## src/rtl/mc_ctrl_pkg.sv

```systemverilog
// Shared types and encodings for the multicycle control unit: FSM states,
// ALU operation codes, data-processing cmd values and ARM condition codes.
package mc_ctrl_pkg;

    typedef enum logic [3:0] {
        FETCH,
        DECODE,
        MEMADR,
        MEMRD,
        MEMWB,
        MEMWR,
        EXECR,
        EXECI,
        ALUWB,
        BRANCH,
        UNDEF
    } mc_state_e;

    localparam logic [1:0] OP_DP  = 2'b00;
    localparam logic [1:0] OP_MEM = 2'b01;
    localparam logic [1:0] OP_BR  = 2'b10;

    localparam logic [2:0] ALU_ADD = 3'd0;
    localparam logic [2:0] ALU_SUB = 3'd1;
    localparam logic [2:0] ALU_AND = 3'd2;
    localparam logic [2:0] ALU_ORR = 3'd3;
    localparam logic [2:0] ALU_EOR = 3'd4;
    localparam logic [2:0] ALU_MOV = 3'd5;

    localparam logic [3:0] CMD_AND = 4'b0000;
    localparam logic [3:0] CMD_EOR = 4'b0001;
    localparam logic [3:0] CMD_SUB = 4'b0010;
    localparam logic [3:0] CMD_ADD = 4'b0100;
    localparam logic [3:0] CMD_TST = 4'b1000;
    localparam logic [3:0] CMD_CMP = 4'b1010;
    localparam logic [3:0] CMD_ORR = 4'b1100;
    localparam logic [3:0] CMD_MOV = 4'b1101;

    localparam logic [3:0] COND_EQ = 4'b0000;
    localparam logic [3:0] COND_NE = 4'b0001;
    localparam logic [3:0] COND_CS = 4'b0010;
    localparam logic [3:0] COND_CC = 4'b0011;
    localparam logic [3:0] COND_MI = 4'b0100;
    localparam logic [3:0] COND_PL = 4'b0101;
    localparam logic [3:0] COND_VS = 4'b0110;
    localparam logic [3:0] COND_VC = 4'b0111;
    localparam logic [3:0] COND_HI = 4'b1000;
    localparam logic [3:0] COND_LS = 4'b1001;
    localparam logic [3:0] COND_GE = 4'b1010;
    localparam logic [3:0] COND_LT = 4'b1011;
    localparam logic [3:0] COND_GT = 4'b1100;
    localparam logic [3:0] COND_LE = 4'b1101;
    localparam logic [3:0] COND_AL = 4'b1110;
    localparam logic [3:0] COND_NV = 4'b1111;

    // ARM condition evaluation on an NZCV nibble; the 1111 slot never passes.
    function automatic logic cond_eval(input logic [3:0] cond, input logic [3:0] nzcv);
        logic n, z, c, v, r;
        {n, z, c, v} = nzcv;
        r = 1'b0;
        case (cond)
            COND_EQ: r = z;
            COND_NE: r = ~z;
            COND_CS: r = c;
            COND_CC: r = ~c;
            COND_MI: r = n;
            COND_PL: r = ~n;
            COND_VS: r = v;
            COND_VC: r = ~v;
            COND_HI: r = c & ~z;
            COND_LS: r = ~c | z;
            COND_GE: r = (n == v);
            COND_LT: r = (n != v);
            COND_GT: r = ~z & (n == v);
            COND_LE: r = z | (n != v);
            COND_AL: r = 1'b1;
            COND_NV: r = 1'b0;
            default: r = 1'b0;
        endcase
        return r;
    endfunction

endpackage

```

## src/rtl/mc_controller_cond_logic.sv

```systemverilog
// NZCV flag register and condition evaluation for the multicycle controller.
module cond_logic
    import mc_ctrl_pkg::*;
(
    input  logic       clk,
    input  logic       reset,
    input  logic [3:0] Cond,
    input  logic [3:0] ALUFlags,
    input  logic [1:0] FlagW,
    input  logic       flag_en,
    output logic       CondEx,
    output logic [3:0] Flags
);

    logic [3:0] flags_q;

    // NZ and CV are written independently so logical ops keep the carry/overflow.
    always_ff @(posedge clk) begin
        if (reset) begin
            flags_q <= 4'b0000;
        end else if (flag_en) begin
            if (FlagW[1]) flags_q[3:2] <= ALUFlags[3:2];
            if (FlagW[0]) flags_q[1:0] <= ALUFlags[1:0];
        end
    end

    assign CondEx = cond_eval(Cond, flags_q);
    assign Flags  = flags_q;

endmodule

```

## src/rtl/mc_controller.sv

```systemverilog
// Multicycle control unit: Moore FSM sequencing, ALU decode, condition gating
// of the datapath write enables.
module mc_controller
    import mc_ctrl_pkg::*;
#(
    parameter int ALU_CTRL_W = 3,
    parameter bit EXT_LOGIC  = 1'b1
) (
    input  logic                  clk,
    input  logic                  reset,
    input  logic [3:0]            Cond,
    input  logic [1:0]            Op,
    input  logic [5:0]            Funct,
    input  logic [3:0]            Rd,
    input  logic [3:0]            ALUFlags,
    output logic                  PCWrite,
    output logic                  MemWrite,
    output logic                  RegWrite,
    output logic                  IRWrite,
    output logic                  AdrSrc,
    output logic                  ALUSrcA,
    output logic [1:0]            ALUSrcB,
    output logic [1:0]            ResultSrc,
    output logic [1:0]            ImmSrc,
    output logic [1:0]            RegSrc,
    output logic [ALU_CTRL_W-1:0] ALUControl,
    output logic [3:0]            Flags,
    output logic                  Undef,
    output mc_state_e             dbg_state
);

    mc_state_e  state, state_n;
    logic [3:0] cmd;
    logic       cmd_ok, cmd_nowrite, cmd_arith;
    logic [2:0] alu_op;
    logic       next_pc, reg_w, mem_w, branch, ir_w, undef_s, exec;
    logic       cond_ex, cond_q, nowrite_q, pcs;
    logic [1:0] flag_w;

    assign cmd = Funct[4:1];

    // Extended logical ops decode as illegal when EXT_LOGIC is off.
    always_comb begin
        cmd_ok      = 1'b1;
        cmd_nowrite = 1'b0;
        cmd_arith   = 1'b0;
        alu_op      = ALU_ADD;
        case (cmd)
            CMD_ADD: begin alu_op = ALU_ADD; cmd_arith = 1'b1; end
            CMD_SUB: begin alu_op = ALU_SUB; cmd_arith = 1'b1; end
            CMD_AND: alu_op = ALU_AND;
            CMD_ORR: alu_op = ALU_ORR;
            CMD_CMP: begin alu_op = ALU_SUB; cmd_arith = 1'b1; cmd_nowrite = 1'b1; end
            CMD_EOR: begin alu_op = ALU_EOR; cmd_ok = EXT_LOGIC; end
            CMD_MOV: begin alu_op = ALU_MOV; cmd_ok = EXT_LOGIC; end
            CMD_TST: begin alu_op = ALU_AND; cmd_nowrite = 1'b1; cmd_ok = EXT_LOGIC; end
            default: cmd_ok = 1'b0;
        endcase
    end

    always_ff @(posedge clk) begin
        if (reset) state <= FETCH;
        else       state <= state_n;
    end

    always_comb begin
        state_n   = state;
        next_pc   = 1'b0;
        reg_w     = 1'b0;
        mem_w     = 1'b0;
        branch    = 1'b0;
        ir_w      = 1'b0;
        undef_s   = 1'b0;
        exec      = 1'b0;
        AdrSrc    = 1'b0;
        ALUSrcA   = 1'b0;
        ALUSrcB   = 2'b00;
        ResultSrc = 2'b00;
        case (state)
            FETCH: begin
                state_n   = DECODE;
                ir_w      = 1'b1;
                next_pc   = 1'b1;
                ALUSrcA   = 1'b1;
                ALUSrcB   = 2'b10;
                ResultSrc = 2'b10;
            end
            DECODE: begin
                ALUSrcA   = 1'b1;
                ALUSrcB   = 2'b10;
                ResultSrc = 2'b10;
                case (Op)
                    OP_MEM:  state_n = MEMADR;
                    OP_BR:   state_n = BRANCH;
                    OP_DP:   state_n = !cmd_ok ? UNDEF : (Funct[5] ? EXECI : EXECR);
                    default: state_n = UNDEF;
                endcase
            end
            MEMADR: begin
                ALUSrcB = 2'b01;
                state_n = Funct[0] ? MEMRD : MEMWR;
            end
            MEMRD: begin
                AdrSrc  = 1'b1;
                state_n = MEMWB;
            end
            MEMWB: begin
                ResultSrc = 2'b01;
                reg_w     = 1'b1;
                state_n   = FETCH;
            end
            MEMWR: begin
                AdrSrc  = 1'b1;
                mem_w   = 1'b1;
                state_n = FETCH;
            end
            EXECR: begin
                exec    = 1'b1;
                state_n = ALUWB;
            end
            EXECI: begin
                exec    = 1'b1;
                ALUSrcB = 2'b01;
                state_n = ALUWB;
            end
            ALUWB: begin
                reg_w   = 1'b1;
                state_n = FETCH;
            end
            BRANCH: begin
                ALUSrcB   = 2'b01;
                ResultSrc = 2'b10;
                branch    = 1'b1;
                state_n   = FETCH;
            end
            UNDEF: begin
                undef_s = 1'b1;
                state_n = FETCH;
            end
            default: state_n = FETCH;
        endcase
    end

    // Condition and NoWrite are frozen at the end of DECODE for the rest of the instruction.
    always_ff @(posedge clk) begin
        if (reset) begin
            cond_q    <= 1'b0;
            nowrite_q <= 1'b0;
        end else if (state == DECODE) begin
            cond_q    <= cond_ex;
            nowrite_q <= (Op == OP_DP) & cmd_nowrite;
        end
    end

    assign flag_w = exec ? {Funct[0], Funct[0] & cmd_arith} : 2'b00;

    cond_logic u_cond (
        .clk      (clk),
        .reset    (reset),
        .Cond     (Cond),
        .ALUFlags (ALUFlags),
        .FlagW    (flag_w),
        .flag_en  (cond_q),
        .CondEx   (cond_ex),
        .Flags    (Flags)
    );

    assign ALUControl = exec ? ALU_CTRL_W'(alu_op) : '0;
    assign RegSrc     = {Op == OP_BR, (Op == OP_MEM) & ~Funct[0]};
    assign ImmSrc     = Op;

    // A register write to R15 is a PC write and must obey the condition too.
    assign pcs      = ((Rd == 4'hF) & reg_w) | branch;
    assign PCWrite  = ~reset & (next_pc | (pcs & cond_q));
    assign RegWrite = ~reset & reg_w & cond_q & ~nowrite_q;
    assign MemWrite = ~reset & mem_w & cond_q;
    assign IRWrite  = ~reset & ir_w;
    assign Undef    = ~reset & undef_s;

    assign dbg_state = state;

endmodule

```

## config.mk

```make
export PLATFORM = sky130hd
export DESIGN_NAME = mc_controller
export DESIGN_NICKNAME = d
export VERILOG_FILES = /design/src/rtl/mc_ctrl_pkg.sv /design/src/rtl/mc_controller_cond_logic.sv /design/src/rtl/mc_controller.sv
export SDC_FILE = /design/constraint.sdc
export NUM_CORES = 1
export LEC_CHECK = 0
export BUFFER_PORTS_ARGS = -buffer_cell sky130_fd_sc_hd__buf_4
export CAP_MARGIN = 10
export CORE_AREA = 2 2 48 45
export CTS_CLUSTER_DIAMETER = 50
export DETAILED_ROUTE_END_ITERATION = 6
export DIE_AREA = 0 0 50 47
export PLACE_DENSITY = 0.82
export SLEW_MARGIN = 5
export SYNTH_ARGS = -nofsm -noshare
export SYNTH_HDL_FRONTEND = slang
export SYNTH_SLANG_ARGS = --single-unit
```

## constraint.sdc

```tcl
create_clock -name clk -period 2.8 [get_ports clk]
set_input_delay 0.28 -clock clk [delete_from_list [all_inputs] [get_ports clk]]
set_output_delay 0.28 -clock clk [all_outputs]
set_load 0.005 [all_outputs]
```

Word level (Yosys, flattened, before mapping)
Index checks and enable logic that the tools add are counted.

Register bits: 10. Word-level logic and storage cells: 107.

Eq/ne operators: 37. Multiplexer cells: 22. Bitwise operators: 26. Reduce and logical (&&, ||, !) cells: 17.

Operator list (number): 4-bit equality test, second input constant (16); 4-bit by 3-bit equality test with 1-bit output, second input constant (9); 4-bit by 2-bit equality test with 1-bit output, second input constant (5); 4-bit one-hot mux with 5 select lines (1); 1-bit one-hot mux with 16 select lines (1); 1-bit bitwise AND (15); 3-bit one-hot mux with 5 select lines (1); 2-bit OR reduction (7); 4-bit by 1-bit equality test with 1-bit output, second input constant (3); 4-bit zero test (3); 1-bit two-way mux (12); 4-bit one-hot mux with 3 select lines (1); 3-bit OR reduction (3); 2-bit one-hot mux with 2 select lines (2); 8-bit OR reduction (1); 1-bit NOT (7); 3-bit two-way mux (2); 4-bit two-way mux (1); 1-bit bitwise OR (4); 2-bit AND reduction (2); 2-bit by 1-bit equality test with 1-bit output, second input constant (1); 2-bit equality test, second input constant (1); 2-bit zero test (1); 2-bit two-way mux (1); other kinds (2) (2).

Logic depth before layout (Yosys ltp)
Gate-level depths: netlist (run 1).

Depth in word-level cells: 8. Gate-level depth with buffers: 6.

Hierarchy
A second synthesis (run 1) with hierarchy kept.

Cells, all modules: 132. Area, all modules: 928.4 um2.

Modules (own cells, without submodules): mc_controller (instances 1, cells each 86, area an instance 606.8 um2, seq. area each 120.1 um2); cond_logic (instances 1, cells each 46, area an instance 321.6 um2, seq. area each 80.1 um2).

Worst setup path after synthesis (run 1)
OpenSTA, ideal clock, no wires.

Path type: flip-flop to output port. Start: register state[3] (netlist: dbg_state[3]). End: output PCWrite. Arrival: 1313 ps. Slack: 1207 ps. Cell stages (with the launch flop): 6. Cell sequence: dfxtp_1 buf_2 or3_1 clkbuf_1 nor3_1 a21o_1.

Word-level cells in the longest chain between the ends: 8. Elaborated cells on any way between the ends: 13. Those cells by class: eq/ne (3); mux (3); bitwise (5); reduce/logical (2).

Ends and longest elaborated chain: start, declared (line mc_controller.sv:32) `mc_state_e state, state_n;`; start signal, assigned (line mc_controller.sv:63) `else state <= state_n;`; 4-bit equality test or 4-bit by 3-bit equality test with 1-bit output (tied branches) (line mc_controller.sv:79) `case (state)`; 2-bit OR reduction (no source line); 1-bit two-way mux (line mc_controller.sv:79); 1-bit bitwise AND (line mc_controller.sv:173) `assign pcs = ((Rd == 4'hF) & reg_w) | branch;`; 1-bit bitwise OR (line mc_controller.sv:173); 1-bit bitwise AND (line mc_controller.sv:174) `assign PCWrite = ~reset & (next_pc | (pcs & cond_q));`; 1-bit bitwise OR * (line mc_controller.sv:174); 1-bit bitwise AND * (line mc_controller.sv:174); end, declared (line mc_controller.sv:16) `output logic PCWrite,`.

Mark *: on every way between the ends. The rest lies on a longest branch, timed or not.

Worst setup path in the final report (run 1)
Start: register state[1] (netlist: dbg_state[1]). End: output ALUControl[1].

Word-level cells in the longest chain between the ends: 4. Elaborated cells on any way between the ends: 5. Those cells by class: eq/ne (2); mux (2); reduce/logical (1).

Ends and longest elaborated chain: 4-bit by 3-bit equality test with 1-bit output (line mc_controller.sv:79); 2-bit OR reduction (no source line) *; 1-bit two-way mux * (line mc_controller.sv:79); 3-bit two-way mux * (line mc_controller.sv:168) `assign ALUControl = exec ? ALU_CTRL_W'(alu_op) : '0;`; end, declared (line mc_controller.sv:26) `output logic [ALU_CTRL_W-1:0] ALUControl,`.

Marks and branches as above.

==> flow_summary.toml, run 1 <==
[clock_tree]
cts_hold_buf = 0
cts-resized-gates = 0
cts.sinks = 10
tritoncts = "yes"
cts_made_buffers = 3
htreeDepth = 1
cts.reportedPaths.clkPinSlew_ns = 0.07
cts.path.max_buffers = 2
clk-insertion-delay-late_ns = 0.27
cts_setup_buffers = 0
root_buffer = "clkbuf_4"

[detailed_routing]
drc = 0
viasPerCell = 5.684
num_vias = 972
drt_pre_antenna_iters = 4
avgRoutedWirePerCell_um = 13.68
dr.first_iter.drc_count = 18
antenna_left = 0
wl_mm = 2.340

[timing]
tns_ns = 0
final_hold_viol_count = 0
fin_skew_ns = 0.001699
timing.final.crit_share_pct = 76.21
clock.fmax_ghz = 0.4686
setup_viol = 0
tightest_slew_ns = 0.4462
period_minus_slack_ns = 2.134
rsz0062_at_grt = "no"
relSlewSlack_pct = 70.21
slew_violations = 0
worst_slack_ns = 0.6660

[critical_path]
crit_path_max_fanout = 14
start_kind = "flip-flop"
cp.arrival_ns = 1.85
critPathRequiredTime_ns = 2.52
critical_path_class = "flip-flop to primary output"
cp-end-kind = "primary output"

[grt]
track_usage_pct = 19.82
grt_pass1_wl_mm = 3.470
gr-total-overflow = 0
antenna_found_initial = 0
grt_pass1_vias = 780
grt_max_degree = 15

[die]
chipHeight_um = 47
core_um2 = 1858
start_util_pct = 43.64
ios = 48
die_w_um = 50
die-area_um2 = 2350
rows = 15

[run]
maxCapViolCount = 0

[synth]
yosysUniqueCellTypes = 43
ys.flop_type = "dfxtp_1"
synthCells = 104
synth.largest_area_cell = "dfxtp_1"
syn_nets = 126
synth-seq-cells = 10
synth_top_area_share_pct = 24.69
synthTopCellsByCount = "dfxtp_1, a21oi_1, nor2_1, nor3_1, nand2b_1"
seq_area_frac_synth_pct = 24.69
yosysMostFrequentCell = "dfxtp_1"
synth-edff-count = 0
syn_area_um2 = 810.8
synth.avg_cell_area_um2 = 7.796
async_flop_share_pct = 0
yosys_warnings = 0
synth.top_cells.by_area = "dfxtp_1, a21oi_1, nor3_1"

[cells_and_area]
n_fill_cell = 167
nNetsFinal = 169
drive_gt1_share_pct = 37.67
multi_input_area_um2 = 555.5
diodes = 0
final_core_util_pct = 63.91
final_cell_count_no_fill = 171
syn_to_final_growth_pct = 46.45
regArea_um2 = 200.2

[status]
status = "complete, no violations"

[place]
port_buffers = 47
place_inst = 167
gp_congestion = 0.8873
dp_slack_ns = 0.9628
dp_hpwl_mm = 1.866

[pwr]
p_per_area_nw_per_um2 = 410.4
peakVddDrop_mv = 0.3096
cellLeakagePower_nw = 0.4917

[hold_path]
hold_class = "primary input to flip-flop"
-- sequential cells by signal, indices dropped and copies added (netlist names) --
signal        cells
dbg_state         4
nowrite_q         1
u_cond.Flags      4
cond_q            1
-- kinds of logic after synthesis --
group           share of synthesized area, %
xor+xnor                               5.402
flops                                  24.69
simple gates                           30.71
compound gates                         27.16
mux                                    5.247
buf+inv                                6.789
-- area by class of cell --
class	instances	area share, %
multi-input cells	82	46.79
clock buffers	4	3.056
inverters	3	0.9484
flip-flops and latches	10	16.86
repair buffers	47	29.72
well taps	25	2.634
-- layer usage --
metal  vias up  part of all wire, %  track usage (%)
met5         -                    0                0
met4         0                 0.94            7.778
met3         4                  6.4            4.459
met2        36                   49            32.37
met1       456                   44            25.97
li1        476                    -                -
-- power breakdown --
part	leakage, nW	internal, mW	switching (mW)
registers	0.0813	0.152	0.0252
clock network	0.0210	0.0791	0.0573
logic	0.389	0.0949	0.0789
-- path summary, 6_finish.rpt --
kind | endpoint | slack (ns) | cells after the start | startpoint
worst min-delay path | nowrite_q$_SDFFE_PP0P_ | 0.23 | 2 | reset
worst max register to register | u_cond.Flags[0]$_SDFFE_PP0P_ | 1.01 | 4 | dbg_state[1]$_SDFF_PP0_
worst max-delay path | ALUControl[1] | 0.67 | 3 | dbg_state[1]$_SDFF_PP0_
worst min register to register | nowrite_q$_SDFFE_PP0P_ | 0.48 | 2 | nowrite_q$_SDFFE_PP0P_
-- worst max-delay path: stages, from the launching register on --
cell and delay, ns:
dfxtp_1 0.60, nand3b_1 0.34, a2111oi_0 0.46, buf_4 0.18
-- cell usage in the layout (no fill, tap or decap), types with 2 or more instances in the layout --
| cell type | instances |
|---|---|
| nand2b_1 | 6 |
| o21ai_0 | 3 |
| nor3b_1 | 2 |
| nor2_1 | 8 |
| xor2_1 | 2 |
| a21o_1 | 2 |
| nor2b_1 | 3 |
| xnor2_1 | 3 |
| nand2_1 | 4 |
| dfxtp_1 | 10 |
| clkbuf_4 | 3 |
| a21oi_1 | 9 |
| inv_1 | 3 |
| nor3_1 | 8 |
| nand3b_1 | 3 |
| buf_4 | 47 |
| mux2i_1 | 2 |
| or3_1 | 3 |
| o22ai_1 | 2 |
-- per-stage QoR --
stage / cell area, um2 / total power [mW] / hold slack (ns)
after CTS: 1187 / 0.4884 / 0.2241
after global placement: 1151 / 0.3479 / 0.4640
after floorplan: 810.8 / 0.2630 / 0.4160
after detailed placement: 1151 / 0.3524 / 0.4700
final: 1187 / 0.4873 / 0.2314
after global routing: 1187 / 0.5135 / 0.2397
No activity file was read; power rests on OpenSTA's default activity.
==> run 2, diff against run 1 <==
--- a/config.mk
+++ b/config.mk
@@ -7,11 +7,11 @@
 export LEC_CHECK = 0
 export BUFFER_PORTS_ARGS = -buffer_cell sky130_fd_sc_hd__buf_4
 export CAP_MARGIN = 10
-export CORE_AREA = 2 2 48 45
+export CORE_AREA = 2 2 50 47
 export CTS_CLUSTER_DIAMETER = 50
 export DETAILED_ROUTE_END_ITERATION = 6
-export DIE_AREA = 0 0 50 47
-export PLACE_DENSITY = 0.82
+export DIE_AREA = 0 0 52 49
+export PLACE_DENSITY = 0.76
 export SLEW_MARGIN = 5
 export SYNTH_ARGS = -nofsm -noshare
 export SYNTH_HDL_FRONTEND = slang
==> constraint.sdc (replaced) <==
create_clock -name clk -period 2.2 [get_ports clk]
set_input_delay 0.22 -clock clk [delete_from_list [all_inputs] [get_ports clk]]
set_output_delay 0.22 -clock clk [all_outputs]
set_load 0.005 [all_outputs]
==> run 2 against run 1 <==
Net effect:
- wire length decreased by 3.8%
- core utilization decreased by 5.8 points
- die area grew 8.4%
- first-iteration DRC count shrank 39%
- clock-buffer cell count unchanged
- total power grew 26%
- highest routed layer unchanged
==> flow_summary.toml, run 2 (same netlist as run 1, synthesis figures left out) <==
[pwr]
p_int_uw = 417.5
p_clk_share_pct = 27.1
p_sw_uw = 196.4
p_sw_share_pct = 32.00
p_per_area_nw_per_um2 = 512.7
cellLeakagePower_nw = 0.4970
seqPwrFrac_pct = 35.4
comb_power_share_pct = 37.5
peakVddDrop_mv = 0.3396
design_power_total_uw = 613.9

[detailed_routing]
wl_met2_mm = 1.072
met1Wirelength_mm = 1.064
viasPerCell = 5.259
antenna_left = 0
avgRoutedWirePerCell_um = 12.93
dr.first_iter.drc_count = 11
drc = 0
drt_pre_antenna_iters = 4
wl_mm = 2.250
dr_wl_met3_um = 102
routed.top_layer = "met4"
num_vias = 915

[timing]
period_minus_slack_ns = 2.034
rsz0062_at_grt = "no"
setup_viol = 0
fin_skew_ns = 0.003096
final_hold_viol_count = 0
clock.fmax_ghz = 0.4917
tns_ns = 0
timing.final.crit_share_pct = 92.44
slew_violations = 0
relSlewSlack_pct = 72.98
tightest_slew_ns = 0.3951

[place]
port_buffers = 47
place_inst = 170
dp_hpwl_mm = 1.791
gp_congestion = 0.7444

[clock_tree]
clk-insertion-delay-late_ns = 0.26
cts_made_buffers = 3
cts.sinks = 10
cts.path.max_buffers = 2
root_buffer = "clkbuf_4"
htreeDepth = 1
cts_hold_buf = 0
cts_setup_buffers = 0
tritoncts = "yes"
cts-resized-gates = 0
cts.reportedPaths.clkPinSlew_ns = 0.07

[cells_and_area]
final_cell_mix = "buf_4, dfxtp_1, a21oi_1"
final_core_util_pct = 58.07
multi_input_area_um2 = 555.5
diodes = 0
drive_gt1_share_pct = 38.10
syn_to_final_growth_pct = 47.69
regArea_um2 = 200.2
nNetsFinal = 170
final_cell_count_no_fill = 174
n_fill_cell = 194
final_common_cell = "buf_4"

[die]
rows = 16
chipHeight_um = 49
core_um2 = 2062
ios = 48
die-area_um2 = 2548
start_util_pct = 39.32
die_w_um = 52

[grt]
grt_max_degree = 14
gr-total-overflow = 0
antenna_found_initial = 0
track_usage_pct = 18.57
grt_pass1_wl_mm = 3.684
grt_pass1_vias = 811

[critical_path]
path_cells = "nand3b_1 > a2111oi_0 > buf_4"
critical_path.top_delay_family = "flip-flops"
critical_path_class = "flip-flop to primary output"
cp_slowest_cell = "dfxtp_1"
cp.arrival_ns = 1.81
crit_buf_inv = 1
crit_path_max_fanout = 11
max_stage_delay_ns = 0.54
critPathRequiredTime_ns = 1.98
start_kind = "flip-flop"
cp-end-kind = "primary output"

[hold_path]
hold_class = "primary input to flip-flop"

[status]
status = "complete, no violations"

[run]
maxCapViolCount = 0
## run 2: final cells by class
class	instances	share of cell area, %
repair buffers	48	30.09
inverters	3	0.9404
flip-flops and latches	10	16.72
clock buffers	4	3.030
multi-input cells	82	46.39
well taps	27	2.821
## run 2: power by group through the flow
stage | Sequential [mW] | Clock [mW] | Combinational [mW]
final | 0.217 | 0.167 | 0.230
after global routing | 0.220 | 0.181 | 0.255
after CTS | 0.217 | 0.171 | 0.230
after detailed placement | 0.221 | 0 | 0.229
after global placement | 0.221 | 0 | 0.227
after floorplan | 0.206 | 0 | 0.129
## run 2: routing by layer
| layer | vias to the layer above | GRT usage (%) |
|---|---|---|
| li1 | 471 | - |
| met1 | 417 | 25.90 |
| met2 | 25 | 30.38 |
| met3 | 2 | 3.067 |
| met4 | 0 | 2.632 |
| met5 | - | 0 |
## run 2: worst paths after layout
check	slack, ns	startpoint	end	depth (start not counted)
worst min-delay path	0.19	reset	u_cond.Flags[3]$_SDFFE_PP0P_	2
worst max-delay path	0.17	dbg_state[2]$_SDFF_PP0_	ALUControl[1]	3
worst max register to register	0.52	dbg_state[2]$_SDFF_PP0_	u_cond.Flags[1]$_SDFFE_PP0P_	4
worst min register to register	0.48	nowrite_q$_SDFFE_PP0P_	nowrite_q$_SDFFE_PP0P_	2
## run 2: per-stage QoR
stage                     setup slack (ns)  hold WS, ns  cell area, um2
after global placement              0.5374       0.4532            1161
after CTS                           0.1883       0.1815            1197
after detailed placement            0.4727       0.4636            1161
after global routing               0.01794       0.1867            1197
final                               0.1663       0.1895            1197
after floorplan                     0.6671       0.3560           810.8
